File: src/rtl/instr_fetch_unit.sv
// Instruction fetch unit: owns the PC, drives the instruction ROM address,
// computes next-PC with delay-slot semantics and registers the IF/ID stage.
// An out-of-range or misaligned next PC freezes fetch in a sticky HALT state.
module instr_fetch_unit #(
    parameter logic [31:0] PC_RESET = 32'h0000_3000,
    parameter int          ADRBITS  = 10
) (
    input  logic        clk,
    input  logic        reset,
    input  logic        stall,
    input  logic [1:0]  npc_sel,
    input  logic [15:0] br_off16,
    input  logic [25:0] j_imm26,
    input  logic [31:0] jr_target,
    output logic [31:0] imem_pc,
    input  logic [31:0] imem_instr,
    output logic [31:0] id_instr,
    output logic [31:0] id_pc,
    output logic [31:0] id_pc8,
    output logic        id_valid,
    output logic        fault,
    output logic [31:0] fault_pc
);

    // One past the last legal word; 33 bits so the bound cannot wrap.
    localparam logic [32:0] PC_END = {1'b0, PC_RESET} + (33'd4 << ADRBITS);

    typedef enum logic [1:0] {S_BOOT, S_RUN, S_HALT} state_t;

    state_t      r_state, w_state_nxt;
    logic [31:0] r_pc, r_id_instr, r_id_pc, r_fault_pc;
    logic        r_id_valid, r_fault;

    logic [31:0] w_pc_nxt, w_id_instr_nxt, w_id_pc_nxt, w_fault_pc_nxt;
    logic        w_id_valid_nxt, w_fault_nxt;
    logic [31:0] w_idpc4, w_br, w_jmp, w_next;
    logic        w_bad;

    // Redirect targets are relative to the instruction sitting in ID; the
    // jump keeps the upper nibble of that instruction's PC + 4.
    assign w_idpc4 = r_id_pc + 32'd4;
    assign w_br    = w_idpc4 + {{14{br_off16[15]}}, br_off16, 2'b00};
    assign w_jmp   = {w_idpc4[31:28], j_imm26, 2'b00};

    // Next-PC select and legality check of the chosen address.
    always_comb begin
        w_next = r_pc + 32'd4;
        case (npc_sel)
            2'd1:    w_next = w_br;
            2'd2:    w_next = w_jmp;
            2'd3:    w_next = jr_target;
            default: w_next = r_pc + 32'd4;
        endcase
        w_bad = (w_next[1:0] != 2'b00) || (w_next < PC_RESET) ||
                ({1'b0, w_next} >= PC_END);
    end

    // Next-state and next-register values; everything holds by default.
    always_comb begin
        w_state_nxt    = r_state;
        w_pc_nxt       = r_pc;
        w_id_instr_nxt = r_id_instr;
        w_id_pc_nxt    = r_id_pc;
        w_id_valid_nxt = r_id_valid;
        w_fault_nxt    = r_fault;
        w_fault_pc_nxt = r_fault_pc;
        case (r_state)
            S_BOOT: w_state_nxt = S_RUN;
            S_RUN: begin
                // While stalled the ID-stage redirect is not final: pure hold.
                if (!stall) begin
                    // The word fetched this cycle is the delay slot; never flushed.
                    w_id_instr_nxt = imem_instr;
                    w_id_pc_nxt    = r_pc;
                    w_id_valid_nxt = 1'b1;
                    if (w_bad) begin
                        w_fault_nxt    = 1'b1;
                        w_fault_pc_nxt = w_next;
                        w_state_nxt    = S_HALT;
                    end else begin
                        w_pc_nxt = w_next;
                    end
                end
            end
            S_HALT: begin
                w_id_instr_nxt = 32'd0;
                w_id_valid_nxt = 1'b0;
            end
            default: w_state_nxt = S_BOOT;
        endcase
    end

    // State and pipeline registers; reset has priority over everything.
    always_ff @(posedge clk) begin
        if (reset) begin
            r_state    <= S_BOOT;
            r_pc       <= PC_RESET;
            r_id_instr <= 32'd0;
            r_id_pc    <= PC_RESET;
            r_id_valid <= 1'b0;
            r_fault    <= 1'b0;
            r_fault_pc <= 32'd0;
        end else begin
            r_state    <= w_state_nxt;
            r_pc       <= w_pc_nxt;
            r_id_instr <= w_id_instr_nxt;
            r_id_pc    <= w_id_pc_nxt;
            r_id_valid <= w_id_valid_nxt;
            r_fault    <= w_fault_nxt;
            r_fault_pc <= w_fault_pc_nxt;
        end
    end

    assign imem_pc  = r_pc;
    assign id_instr = r_id_instr;
    assign id_pc    = r_id_pc;
    assign id_pc8   = r_id_pc + 32'd8;
    assign id_valid = r_id_valid;
    assign fault    = r_fault;
    assign fault_pc = r_fault_pc;

endmodule

File: config.mk
export PLATFORM = sky130hd
export DESIGN_NAME = instr_fetch_unit
export DESIGN_NICKNAME = d
export VERILOG_FILES = /design/src/rtl/instr_fetch_unit.sv
export SDC_FILE = /design/constraint.sdc
export NUM_CORES = 1
export LEC_CHECK = 0
export ABC_AREA = 1
export BUFFER_PORTS_ARGS = -buffer_cell sky130_fd_sc_hd__buf_2
export CORE_ASPECT_RATIO = 1.2
export CORE_UTILIZATION = 46
export CTS_CLUSTER_SIZE = 8
export DETAILED_ROUTE_END_ITERATION = 7
export HOLD_SLACK_MARGIN = 0.06
export PLACE_DENSITY = 0.73
export SLEW_MARGIN = 20
export SYNTH_ARGS = -nofsm -noshare
export SYNTH_HDL_FRONTEND = slang
export SYNTH_SLANG_ARGS = --single-unit
File: constraint.sdc
create_clock -name clk -period 7.65 [get_ports clk]
set_input_delay 1.53 -clock clk [delete_from_list [all_inputs] [get_ports clk]]
set_output_delay 1.53 -clock clk [all_outputs]
set_load 0.02 [all_outputs]
# Yosys cells after proc, flatten, opt, wreduce, memory -nomap -nowiden
# Index checks and enable logic that the tools add are counted.
# classes
n_addsub	4
order_cmp	2
n_eq_ne	7
n_mux	8
bitwise_logic	3
reduce_logical	10
# op_table
cell	count
32-bit one-hot mux with 3 select lines	1
32-bit by 3-bit adder with 32-bit output, second input constant	2
32-bit one-hot mux with 2 select lines	1
32-bit adder	1
32-bit by 4-bit adder with 32-bit output, second input constant	1
32-bit by 15-bit >= comparator with 1-bit output, second input constant	1
32-bit by 14-bit < comparator with 1-bit output, second input constant	1
32-bit two-way mux	1
3-bit AND reduction	3
2-bit equality test, second input constant	3
2-bit one-hot mux with 3 select lines	1
2-bit by 1-bit equality test with 1-bit output, second input constant	2
2-bit two-way mux	2
2-bit inequality test, second input constant	2
2-bit AND reduction	2
2-bit nonzero test	2
1-bit NOT	3
2-bit zero test	1
1-bit logical OR	2
1-bit one-hot mux with 2 select lines	1
1-bit two-way mux	1
# word_totals
regBits	132
input_bits	111
output_inout_bits	162
wordCells	41

# Logic depth before layout (Yosys ltp)
# Gate-level depths: netlist of the first run.
# depth
depth_word	9
mapped_depth	31
depth_no_buf	30

# Least setup slack after synthesis of the first run
# Ideal clock, no wire load.
# synth_path
path_kind	register to register
from	register r_id_pc[8], in the netlist id_pc[8]
to	register r_pc[2], in the netlist imem_pc[2]
setup_ps	113
arrival_time_ps	4110
required_time_ps	7537
setup_slack_ps	3427
path_stages_with_launch	30
path_buffers	3
synth_period_minus_slack_ps	4223
cell_sequence	dfxtp_1 clkbuf_2 nand2_1 nor3_2 nand2_1 nor2_1 inv_1 nor2_1 nand3_1 nor3_1 xor2_1 a21oi_1 inv_1 ha_1 a21oi_1 o21ai_0 nand2_1 nand2_1 a21oi_1 nand3_1 nand3_1 nand3_1 nor2_1 nand2_1 nor2_2 nand3_2 buf_6 buf_2 nor2_1 nor2_1
# synth_via
elab_chain_len	8
word_cells_on_any_way	9
cone_classes	2 x add/sub; 2 x order compare; 1 x mux; 1 x bitwise; 3 x reduce/logical
# synth_rtl
element	line	text
start: declaration	31	logic [31:0] r_pc, r_id_instr, r_id_pc, r_fault_pc;
start signal: assignment	107	r_id_pc <= w_id_pc_nxt;
32-bit by 3-bit adder with 32-bit output (*)	41	assign w_idpc4 = r_id_pc + 32'd4;
32-bit adder	42	assign w_br = w_idpc4 + {{14{br_off16[15]}}, br_off16, 2'b00};
32-bit one-hot mux with 3 select lines (*)	48	case (npc_sel)
32-bit by 14-bit < comparator with 1-bit output	54	w_bad = (w_next[1:0] != 2'b00) || (w_next < PC_RESET) ||
1-bit logical OR	54	
1-bit logical OR (*)	54	
1-bit NOT (no source line) (*)	-	
3-bit AND reduction (no source line) (*)	-	
end signal: assignment	105	r_pc <= w_pc_nxt;
end: declaration	31	
# Every way passes the cells marked *; elsewhere a longest branch is shown, timed or not.
# A chain may end at the register's enable or synchronous reset.

# Worst setup path after layout of the first run
# layout_path
from	register r_id_pc[5], in the netlist id_pc[5]
to	register r_fault_pc[25], in the netlist fault_pc[25]
# layout_via
elab_chain_len	7
word_cells_on_any_way	8
cone_classes	2 x add/sub; 2 x order compare; 1 x mux; 3 x reduce/logical
# layout_rtl
element	line	text
32-bit by 3-bit adder with 32-bit output (*)	41	
32-bit adder	42	
32-bit one-hot mux with 3 select lines (*)	48	
32-bit by 14-bit < comparator with 1-bit output	54	
1-bit logical OR (2 in a row)	54	
3-bit AND reduction (no source line)	-	
end signal: assignment	110	r_fault_pc <= w_fault_pc_nxt;
end: declaration	31	
# Marks and branches as above.

==> results.txt, run 1 <==
Status - finished clean
Hold Vio Cnt, Final - 0
Postcts setup bufs - 0
Maximum clock frequency - 175 MHz
Maximum vdd drop - 180 uV
Clk root buf - clkbuf_16
Global-route wire length before repair - 60.3 mm
IO Port Bufs - 272
GR Util All Layers - 0.366
ANT cells - 0
Most numerous cell in the Yosys netlist - nand2_1
Grt total ovfl - 0
Max Cap Viol - 0
Final WL - 40.2 mm
Vias in the first global route - 11.0k
Leak - 0.00616 uW
Boundary pin count - 273
Gr busiest metal - met2
Routed Antenna Nets - 0
Commonest cells post-synth - 475 x nand2_1, 214 x inv_1, 181 x nor2_1
Max incr delay on CP - 0.63 ns
DR vias/cell - 5.50
Crit path time final - 5.72 ns
Avg Cell Area, Syn - 5.98 um2
Worst-path clk slew - 0.07 ns
TritonCTS buffer count - 17
Resize count post-CTS - 0
Worst setup SP type - flip-flop
Post-synthesis sequential area ratio - 0.271
Flops & latches, synth - 132
Worst Tran Pin Value - 0.955 ns
CP dominant cell by count - nand2_1
GR Util met2 - 0.615
Top FF cell, synth - dfxtp_1
Slew Limit Fails - 0
Design area - 11800 um2
DIE AREA - 21800 um2
DP HPWL - 31.9 mm
DR pass1 iterations - 6
Final Wtd Congestion - 0.999
Crit path DAT - 6.05 ns
Critical path capture point type - flip-flop
Vert. Die Dim - 162 um
EDFF count, synth - 0
Yosys top cell by area - dfxtp_1
Die W - 135 um
Wire per inst - 18.7 um
Total number of vias - 11.8k
Worst endpoint required time - 7.98 ns
Synth top area share - 0.271
Post-Route Skew - 0.0104 ns
Tcrit/Tclk final - 0.748
Core area - 20900 um2
HP Class - flip-flop to flip-flop
Rel. slew slack - 0.363
Crit-path slowest cell - nand2_2
Nets - 2011
Initial Util - 0.467
Htree depth - 4
Setup_tns - 0 ns
RSZ-0062 raised after global routing - false
Placed cell area - 11200 um2
Cell area after synthesis - 9760 um2
CP Max Fanout - 42
YS warnings - 0
Starting DRT DRC Count - 1184
Synth top area cells - dfxtp_1 27%, nand2_1 18%, inv_1 8.2%
# clock sinks - 132
Row cnt - 58
Area growth syn-to-layout - 21.2%
DRC viols - 0
Crit path buffers/inverters - 4
Net count after synthesis - 1777
CTS tree - done
Share of cells above drive strength 1 - 0.184
Initial antenna violation count - 0
Asr flop ratio synth - 0
Finish-stage setup viols - 0
GRT met1 Usage - 0.445
CTS Buffer Depth - 2
Critical path class - flip-flop to flip-flop
Met3 Use GR - 0.0571
PwrDens - 181 nW/um2
Cells after synthesis - 1631
Largest net degree at the start of global routing - 93
Clk Latency, worst-skew pair - 0.44 ns
Top delay family on crit path - simple AND/OR/NAND/NOR gates
Netlist cell types - 40
Hold buffer count at CTS - 0
-- through the flow --
step,power (uW),instances,setup WS (ns),utilization,hold WS [ns]
floorplan,1110,1631,3.43,-,0.420
global placement,1310,2116,1.99,0.537,0.432
detailed placement,1310,2116,2.06,0.538,0.443
CTS,2140,2148,2.03,0.566,0.453
global route,2230,2148,1.36,0.566,0.473
finish,2150,2148,1.93,0.566,0.453
-- area by class of cell --
| cell class | count | area (um2) |
|---|---|---|
| Fill cell | 2221 | 9080 |
| Multi-Input combinational cell | 1215 | 6010 |
| Sequential cell | 132 | 2640 |
| Timing Repair Buffer | 280 | 1420 |
| Inverter | 219 | 822 |
| Clock buffer | 17 | 425 |
| Tap cell | 270 | 338 |
| Clock inverter | 15 | 163 |
-- worst paths after layout --
kind | startpoint | end | slack, ns | cells after the start
max | id_pc[5] | fault_pc[25] | 1.93 | 29
min | r_state[0] | r_state[0] | 0.45 | 1
max reg2reg | id_pc[5] | fault_pc[25] | 1.93 | 29
min reg2reg | r_state[0] | r_state[0] | 0.45 | 1
-- layout by cell type, fill, tap and decap left out, types with 4 or more instances in the layout --
master and instances:
nand2_1 473, buf_2 272, inv_1 213, nor2_1 179
nand3_1 149, dfxtp_1 132, a21oi_1 118, xor2_1 53
o21ai_0 52, nor3_1 42, ha_1 34, nand4_1 26
nand3b_1 19, clkbuf_16 17, a22o_1 12, nor2_2 10
buf_4 8, or2_2 6, a221oi_1 6, inv_2 5
inv_6 5, inv_8 5, xnor2_1 4, and2_1 4
nand2_2 4, o2111ai_1 4
-- cell families after synthesis --
| family | count (synthesis) | share of synthesized area |
|---|---|---|
| AND/OR/NAND/NOR | 924 | 0.406 |
| buffers and inverters | 284 | 0.115 |
| AO/OA/AOI/OAI | 199 | 0.112 |
| flip-flops | 132 | 0.271 |
| XOR/XNOR | 57 | 0.0512 |
| adder cells (fa/ha/maj) | 35 | 0.0456 |
-- state kept, by name, summed over array words and instances, names as in the netlist --
register / cells
id_instr: 32
r_state: 2
fault: 1
id_pc: 32
imem_pc: 32
id_valid: 1
fault_pc: 32
-- per-layer routing --
metal | up-vias | part of all wire
met4 | 0 | 0.052
met2 | 603 | 0.48
met1 | 5414 | 0.40
li1 | 5681 | -
met5 | - | 0
met3 | 121 | 0.073
-- power by group --
part / internal, uW / leakage (uW) / switching [uW]
clock: 439 / 0.000291 / 398
combinational: 175 / 0.00479 / 377
sequential: 722 / 0.00108 / 34.4
total: 1340 / 0.00616 / 810
Note: power is estimated with default switching activity, not from simulation.
==> inputs of run 2 (changes only) <==
Clock period 7.65 ns to 5.5 ns, I/O delays scaled along.
==> results.txt, run 2 (synthesis gave the netlist of run 1 again) <==
Status - finished clean
DR pass1 iterations - 6 (unchanged)
Maximum clock frequency - 198 MHz (+13%)
GR Util All Layers - 0.365 (-0.000885)
Post-Route Skew - 0.0155 ns (+0.00511 ns)
PwrDens - 253 nW/um2 (+40%)
Slew Limit Fails - 0 (unchanged)
Core area - 20900 um2 (unchanged)
Nets - 2018 (+0.35%)
ANT cells - 0 (unchanged)
Placed insts - 2123 (+0.33%)
Placed cell area - 11300 um2 (+0.40%)
Fillcell total - 2139 (-3.7%)
DRC viols - 0 (unchanged)
Wire per inst - 18.7 um (-0.20%)
Worst setup SP type - flip-flop
Initial antenna violation count - 2 (+2)
Die W - 135 um (unchanged)
Critical path capture point type - flip-flop
Maximum vdd drop - 222 uV (+23%)
Leak - 0.00619 uW (+0.50%)
Starting DRT DRC Count - 1265 (+6.8%)
Setup_tns - 0 ns (unchanged)
DIE AREA - 21800 um2 (unchanged)
Max incr delay on CP - 0.41 ns (-0.22 ns)
Global-route wire length before repair - 59.9 mm (-0.65%)
DP HPWL - 31.9 mm (-0.11%)
Rel. slew slack - 0.347 (-0.0163)
Most frequent cells in the layout - 473 x nand2_1, 272 x buf_2, 213 x inv_1
CTS Buffer Depth - 2 (unchanged)
Row cnt - 58 (unchanged)
DR vias/cell - 5.47 (-0.64%)
Grt total ovfl - 0 (unchanged)
Max Cap Viol - 0 (unchanged)
IO Port Bufs - 272 (unchanged)
Crit path time final - 5.05 ns (-0.671 ns)
Routed Antenna Nets - 0 (unchanged)
Htree depth - 4 (unchanged)
Critical path class - flip-flop to flip-flop
Final non-filler cell total - 2155 (+0.33%)
Crit path DAT - 5.42 ns (-0.63 ns)
Tcrit/Tclk final - 0.918 (+0.170)
Design area - 11900 um2 (+0.59%)
Boundary pin count - 273 (unchanged)
Hold Vio Cnt, Final - 0 (unchanged)
RSZ-0062 raised after global routing - false
Largest net degree at the start of global routing - 93 (unchanged)
Vert. Die Dim - 162 um (unchanged)
Total number of vias - 11.8k (-0.31%)
Share of cells above drive strength 1 - 0.188 (+0.00409)
Clk root buf - clkbuf_16
Worst endpoint required time - 5.87 ns (-2.11 ns)
Worst-path clk slew - 0.07 ns (about the same)
Clk Latency, worst-skew pair - 0.44 ns (about the same)
Initial Util - 0.467 (unchanged)
Final Wtd Congestion - 0.979 (-2.0%)
CTS tree - done
CP Max Fanout - 33 (-21%)
Finish-stage setup viols - 0 (unchanged)
Area growth syn-to-layout - 21.9%
Worst Tran Pin Value - 0.979 ns (+0.0245 ns)
Vias in the first global route - 10.8k (-0.97%)
Postcts setup bufs - 0 (unchanged)
HP Class - flip-flop to flip-flop
Commonest non-fill, non-tap cell in the layout - nand2_1
Crit-path slowest cell - dfxtp_1
CP dominant cell by count - nand2_1
# clock sinks - 132 (unchanged)
Final WL - 40.2 mm (+0.12%)
TritonCTS buffer count - 17 (unchanged)
[run 2: final cells by class]
cell class / instances / area (um2) / area share
clock buffers: 18 / 429 / 0.0361
clock inverters: 14 / 165 / 0.0139
inverters: 219 / 823 / 0.0692
multi-input cells: 1215 / 6020 / 0.506
flip-flops and latches: 132 / 2640 / 0.222
well taps: 270 / 338 / 0.0284
repair buffers: 287 / 1480 / 0.124
[run 2: per-layer routing]
layer  track usage  part of all wire  vias to the layer above
met5             0           0.00020                        -
met4         0.159             0.042                        2
met3        0.0681             0.074                      107
met2         0.623              0.48                      544
met1         0.443              0.40                     5431
li1              -                 -                     5698
[run 2: what timing repair did]
item	4_1_cts	5_1_grt
hold buffers	0	0
setup endpoints to repair	0	16
resized for setup	0	5
[run 2: power breakdown]
part / switching, uW / internal (uW)
Sequential: 45.5 / 1000
Clock: 509 / 683
Combinational: 524 / 248
Total: 1080 / 1940
[run 2: path summary, 6_finish.rpt]
kind	end	slack, ns	from	cells after the start
max	fault_pc[21]	0.45	id_pc[5]	29
min	id_valid	0.47	id_valid	2
max reg2reg	fault_pc[21]	0.45	id_pc[5]	29
min reg2reg	id_valid	0.47	id_valid	2
[run 2: worst max-delay path: cells and delay by family (launching register included)]
| family | cells | cell delay (ns) |
|---|---|---|
| buffers and inverters | 5 | 0.64 |
| AOI/OAI and AO/OA | 1 | 0.15 |
| adders and majority gates | 1 | 0.40 |
| xor gates and xnor gates | 1 | 0.12 |
| DFF | 1 | 0.41 |
| and+or+nand+nor | 21 | 3.26 |
[run 2: stage by stage]
step	util	hold slack (ns)	worst slack (ns)	power [uW]
2_1_floorplan	-	0.420	1.28	1550
3_3_place_gp	0.540	0.431	0.532	1820
3_5_place_dp	0.540	0.449	0.459	1820
4_1_cts	0.568	0.472	0.409	3000
5_1_grt	0.569	0.492	0.0226	3130
6_report	0.569	0.473	0.452	3010
